<file path="src/rtl/sp_pkg.sv">
// sp_pkg: shared widths, P-memory direction codes and arbiter priority-state encoding
package sp_pkg;
  localparam int D_WIDTH = 8;
  localparam int A_WIDTH = 13;
  localparam int MAX_WORDS = 8192;
  localparam logic [7:0] START = 8'h08;
  localparam logic [7:0] RIGHT = 8'h09;
  localparam logic [7:0] DOWN = 8'h0A;
  typedef enum logic {PRI0 = 1'b0, PRI1 = 1'b1} pri_e;
endpackage

</file>
<file path="src/rtl/sp_rd_return.sv">
// sp_rd_return: 2-stage read tag pipeline (acc/owner in) steering S_Rdata to R0/R1 Rdata+Rvalid, busy = any tag valid
module sp_rd_return #(
  parameter int D_WIDTH = 8
) (
  input  logic               Clk,
  input  logic               Rst,
  input  logic               acc,
  input  logic               owner,
  input  logic [D_WIDTH-1:0] S_Rdata,
  output logic [D_WIDTH-1:0] R0_Rdata,
  output logic               R0_Rvalid,
  output logic [D_WIDTH-1:0] R1_Rdata,
  output logic               R1_Rvalid,
  output logic               busy
);
  import sp_pkg::*;
  logic [1:0] v, o;
  logic [D_WIDTH-1:0] hold0, hold1;
  always_ff @(posedge Clk) begin
    if (Rst) begin
      v <= '0;
      o <= '0;
      hold0 <= '0;
      hold1 <= '0;
    end else begin
      v <= {v[0], acc};
      o <= {o[0], owner};
      if (R0_Rvalid) hold0 <= S_Rdata;
      if (R1_Rvalid) hold1 <= S_Rdata;
    end
  end
  always_comb begin
    R0_Rvalid = v[1] & ~o[1];
    R1_Rvalid = v[1] & o[1];
    R0_Rdata = R0_Rvalid ? S_Rdata : hold0;
    R1_Rdata = R1_Rvalid ? S_Rdata : hold1;
    busy = |v;
  end
endmodule

</file>
<file path="src/rtl/sp_sram_arbiter.sv">
// sp_sram_arbiter: two-port req/gnt arbiter (Lock0 gives port 0 exclusive use) driving one single-port SRAM S_* with read return to R0/R1 and Busy
module sp_sram_arbiter #(
  parameter int D_WIDTH = 8,
  parameter int A_WIDTH = 13
) (
  input  logic               Clk,
  input  logic               Rst,
  input  logic               Lock0,
  input  logic               R0_Req,
  input  logic               R0_Rw,
  input  logic [A_WIDTH-1:0] R0_Addr,
  input  logic [D_WIDTH-1:0] R0_Wdata,
  output logic               R0_Gnt,
  output logic [D_WIDTH-1:0] R0_Rdata,
  output logic               R0_Rvalid,
  input  logic               R1_Req,
  input  logic               R1_Rw,
  input  logic [A_WIDTH-1:0] R1_Addr,
  input  logic [D_WIDTH-1:0] R1_Wdata,
  output logic               R1_Gnt,
  output logic [D_WIDTH-1:0] R1_Rdata,
  output logic               R1_Rvalid,
  output logic               S_En,
  output logic               S_Rw,
  output logic [A_WIDTH-1:0] S_Addr,
  output logic [D_WIDTH-1:0] S_Wdata,
  input  logic [D_WIDTH-1:0] S_Rdata,
  output logic               Busy
);
  import sp_pkg::*;
  pri_e state, state_next;
  logic rd_acc, pipe_busy;
  always_ff @(posedge Clk) begin
    if (Rst) state <= PRI0;
    else state <= state_next;
  end
  always_comb begin
    R0_Gnt = ~Rst & R0_Req & (Lock0 | ~R1_Req | state == PRI0);
    R1_Gnt = ~Rst & R1_Req & ~Lock0 & (~R0_Req | state == PRI1);
    state_next = R1_Gnt ? PRI0 : (R0_Gnt & ~Lock0) ? PRI1 : state;
    rd_acc = (R0_Gnt & ~R0_Rw) | (R1_Gnt & ~R1_Rw);
  end
  always_ff @(posedge Clk) begin
    if (Rst) begin
      S_En <= 1'b0;
      S_Rw <= 1'b0;
      S_Addr <= '0;
      S_Wdata <= '0;
    end else begin
      S_En <= R0_Gnt | R1_Gnt;
      S_Rw <= R0_Gnt ? R0_Rw : R1_Gnt & R1_Rw;
      S_Addr <= R0_Gnt ? R0_Addr : R1_Gnt ? R1_Addr : '0;
      S_Wdata <= R0_Gnt ? R0_Wdata : R1_Gnt ? R1_Wdata : '0;
    end
  end
  sp_rd_return #(.D_WIDTH(D_WIDTH)) u_ret (
    .Clk(Clk),
    .Rst(Rst),
    .acc(rd_acc),
    .owner(R1_Gnt),
    .S_Rdata(S_Rdata),
    .R0_Rdata(R0_Rdata),
    .R0_Rvalid(R0_Rvalid),
    .R1_Rdata(R1_Rdata),
    .R1_Rvalid(R1_Rvalid),
    .busy(pipe_busy)
  );
  assign Busy = S_En | pipe_busy;
endmodule
</file>
<file path="config.mk">
export PLATFORM = sky130hd
export DESIGN_NAME = sp_sram_arbiter
export DESIGN_NICKNAME = d
export VERILOG_FILES = /design/src/rtl/sp_pkg.sv /design/src/rtl/sp_rd_return.sv /design/src/rtl/sp_sram_arbiter.sv
export SDC_FILE = /design/constraint.sdc
export NUM_CORES = 1
export LEC_CHECK = 0
export ABC_AREA = 1
export BUFFER_PORTS_ARGS = -buffer_cell sky130_fd_sc_hd__buf_2
export CORE_MARGIN = 2
export CORE_UTILIZATION = 35
export DETAILED_ROUTE_END_ITERATION = 12
export GPL_ROUTABILITY_DRIVEN = 0
export PLACE_DENSITY = 0.61
export SETUP_SLACK_MARGIN = 0.5
export SLEW_MARGIN = 15
export SYNTH_ARGS = -nofsm -noshare
export SYNTH_HDL_FRONTEND = slang
export SYNTH_HIERARCHICAL = 1
export SYNTH_SLANG_ARGS = --single-unit
</file>
<file path="constraint.sdc">
create_clock -name Clk -period 1.4 [get_ports Clk]
set_input_delay 0.14 -clock Clk [delete_from_list [all_inputs] [get_ports Clk]]
set_output_delay 0.14 -clock Clk [all_outputs]
set_load 0.01 [all_outputs]
</file>
# Word level (Yosys, flattened, before mapping)
# Index checks and enable logic that the tools add are counted.
# word_totals
register_bits	44
input_bits	57
out_inout_bits	44
elab_cells	43
# classes
n_mux	7
bitwise_logic	25
reduce_logical	2
# op_table
cell	count
$mux 8	4
$mux 13	2
$and 1x1->1	11
$not 1->1	8
$or 1x1->1	6
$reduce_or 2->1	2
$mux 1	1

# Longest topological paths before layout
# logic_depth
word_depth	6
ltp_mapped	7
depth_no_buf	6

# Cells and area by module
# Netlist, hierarchy kept.
# by_module_without_submodules
mod	instances	cells_per_inst	area_per_inst_um2	seq_area_each_um2
sp_sram_arbiter	1	124	1034.7	480.5
sp_rd_return	1	143	944.7	400.4

# Worst setup path after synthesis
# Ideal clock, no wire load.
# synth_timing
path_kind	register to output
start	register u_ret.v[1]
end	output port Busy
arrival_time_ns	1.070
required_time_ns	1.260
slack_ns	0.190
path_stages_with_launch	5
path_buffers	2
path_cell_list	dfxtp_1 > buf_6 > buf_8 > or2_1 > or2_2
# synth_between
elab_chain_cells	2
# synth_lines
item	line	rtl
start, declared	sp_rd_return.sv:17	logic [1:0] v, o;
start signal, assigned	sp_rd_return.sv:26	v <= {v[0], acc};
$reduce_or 2->1	sp_rd_return.sv:37	busy = |v;
via pipe_busy	sp_sram_arbiter.sv:32	logic rd_acc, pipe_busy;
$or 1x1->1	sp_sram_arbiter.sv:68	assign Busy = S_En | pipe_busy;
end, declared	sp_sram_arbiter.sv:28	output logic Busy
# The timed path passes the listed nets, and every way through them passes these cells.

# Final worst setup path
# layout_timing
start	register u_ret.o[1]
end	output port R0_Rdata[2]
# layout_between
elab_chain_cells	3
# layout_lines
item	line	rtl
start, declared	sp_rd_return.sv:17	
start signal, assigned	sp_rd_return.sv:27	o <= {o[0], owner};
$not 1->1	sp_rd_return.sv:33	R0_Rvalid = v[1] & ~o[1];
$and 1x1->1	sp_rd_return.sv:33	
$mux 8	sp_rd_return.sv:35	R0_Rdata = R0_Rvalid ? S_Rdata : hold0;
end, declared	sp_sram_arbiter.sv:14	output logic [D_WIDTH-1:0] R0_Rdata,
# No other way between the ends.

==> impl_metrics.tcl <==
set metrics [dict create \
    fin_nets 462 \
    power_density_mw_per_mm2 785 \
    portBuffers 100 \
    hp-start "R0_Addr[10]" \
    die_y_um 79.2 \
    ant_nets 0 \
    via_per_inst 4.62 \
    fin_crit_sh_pct 101 \
    final_cell_mix "84 x buf_2, 38 x inv_1, 36 x dfxtp_1" \
    syn2layout_area_growth_pct 71.3 \
    grt-ovfl-total 0 \
    antenna_found_initial 0 \
    setup.worst_path.start_class "flip-flop" \
    yosys_register_bits 44 \
    path_class "flip-flop to output port" \
    clock_path_buffers 2 \
    failed_checks "negative setup slack" \
    n_antenna_cell 0 \
    cts_buffers 5 \
    clock_tree.root_cell "clkbuf_8" \
    netlist_area_mm2 0.00198 \
    fin_util_pct 62.0 \
    syn_avg_cell_area_um2 7.41 \
    maxSlewHeadroom_pct 81.2 \
    yosysTopAreaCell "dfxtp_1" \
    hold_class "input port to flip-flop" \
    syn_nets 324 \
    die_area_mm2 0.00627 \
    finalMaxSlewViolations 0 \
    die_w_um 79.2 \
    timing.final.crit_period_ps 1420 \
    firstDrtPassIters 4 \
    drv_cap 0 \
    critPathLaunch "u_ret/o[1]" \
    setup_violations 1 \
    io_pins 101 \
    start_util_pct 36.2 \
    worstSkewPairLatency_ps 290 \
    crit_top_cell "nand2_1" \
    ir_drop_v 0.000470 \
    yosysTopAreaCellShare_pct 44.5 \
    leakage_uw 0.00186 \
    cp_max_fo 5 \
    drive_gt1_share_pct 56.5 \
    setup_ws_ps -18.1 \
    cts_max_level 2 \
    synthTopCellsByArea "dfxtp_1 45%, nand2_1 11%, nand3_1 9.9%, inv_1 9.7%, nand4_1 7.3%" \
    grtUsageTotal_pct 17.8 \
    grt_pass1_wl_um 8900 \
    cp.required_ps 1260 \
    ys_warn_count 6 \
    skew_ps 6.19 \
    layout_commonest_cell "buf_2" \
    grt_max_degree 21 \
    vias 2203 \
    ys_seq_area_share_pct 44.5 \
    critical_path.cell_chain "buf_12, inv_6, nand2_8, nand2_1, nand2_1, inv_1, buf_2" \
    yosysUniqueCellTypes 22 \
    final-hold-violation-count 0 \
    cts_tree "built" \
    first_global_vias 2028 \
    dp_hpwl_um 3700 \
    cts_sinks 44 \
    syn_inst 267 \
    routed_wl_um 6260 \
    n_fill_cell 470 \
    tns_ps -18.1 \
    outcome "complete, but fails checks" \
    core_area_mm2 0.00547 \
    cp_slowest_cell "dfxtp_4" \
    wl_per_cell_um 13.1 \
    cp.arrival_ps 1280 \
    rows 27 \
    critPathCaptureType "output port" \
    slowest_delay_ps 390 \
    r2r-start "u_ret/o[1]" \
    drt_iter0_markers 66 \
    tightest_slew_ps 282 \
    hold_ws_ps 70.5 \
    fmax_ghz 0.705 \
    drc 0 \
    clk_pin_slew_ps 80 \
    rsz0062_at_grt "true" \
]
[power breakdown]
part / internal, µW / switching, µW / total [µW]
combinational: 251 / 253 / 504
sequential: 1300 / 20.4 / 1320
clock: 440 / 399 / 838
[worst paths after layout]
| path | to | slack [ps] | cells after the start |
|---|---|---|---|
| worst max-delay path | R0_Rdata[2] | -20 | 7 |
| worst min-delay path | S_Addr[10] | 70 | 3 |
| worst max register to register | u_ret/hold0[5] | 110 | 9 |
| worst min register to register | u_ret/o[1] | 390 | 2 |
[cell type report]
cell class | instances | area, µm² | share of cell area (%)
clock buffers | 7 | 96.3 | 2.84
flip-flops and latches | 44 | 898 | 26.5
inverters | 56 | 228 | 6.72
multi-input cells | 154 | 973 | 28.7
well taps | 72 | 90.1 | 2.66
repair buffers | 143 | 1100 | 32.3
repair inverters | 1 | 8.76 | 0.258
[sequential cells by signal (all words and copies together) (netlist names)]
name,cells
S_Addr,13
S_Wdata,8
u_ret/hold0,8
u_ret/hold1,8
u_ret/o,2
u_ret/v,2
S_En,1
S_Rw,1
state,1
[per-stage QoR]
| stage | cells | worst slack [ps] | power (µW) | instance area [µm²] |
|---|---|---|---|---|
| 6_report | 477 | -18.1 | 2660 | 3390 |
| 5_1_grt | 477 | -50.8 | 2790 | 3390 |
| 4_1_cts | 469 | 53.3 | 2650 | 3090 |
| 3_5_place_dp | 433 | 181 | 1710 | 2500 |
| 3_3_place_gp | 433 | 209 | 1700 | 2500 |
| 2_1_floorplan | 267 | 284 | 1550 | 1990 |
[worst max-delay path: cells and delay by family (launching register included)]
family / cells / cell delay [ps]
and+or+nand+nor: 3 / 220
DFF: 1 / 390
buffers and inverters: 4 / 380
[logic make-up after synthesis]
logic type / synth area share (%)
buffers and inverters: 17.9
flip-flops: 44.5
AND/OR/NAND/NOR: 37.6
[layer usage]
layer	GRT usage [%]	vias to the layer above	wire [µm]
met3	7.50	9	537
met4	4.14	0	80
met2	30.6	88	3210
met1	20.4	995	2430
li1	-	1111	-
met5	0	-	0
[Yosys cell counts]
cell,number
buf_6,6
nand4_1,23
or2_1,1
nand2_4,2
buf_8,1
buf_4,6
buf_2,1
inv_1,51
nand2_1,60
clkbuf_1,1
or2_2,1
inv_8,1
nor2_8,1
nand3_1,39
nor2_4,1
nor2_2,2
dfxtp_1,44
nor2_1,18
nand3b_1,1
nand2_2,1
inv_2,4
nand3_2,2
[what timing repair did]
action,in CTS,in global routing
endpoints found under the setup margin,60,69
gates resized for setup,57,57
setup buffers,26,4
pin swaps,12,19
hold buffers,0,0
gates cloned,3,4
No activity file was read; power rests on OpenSTA's default activity.
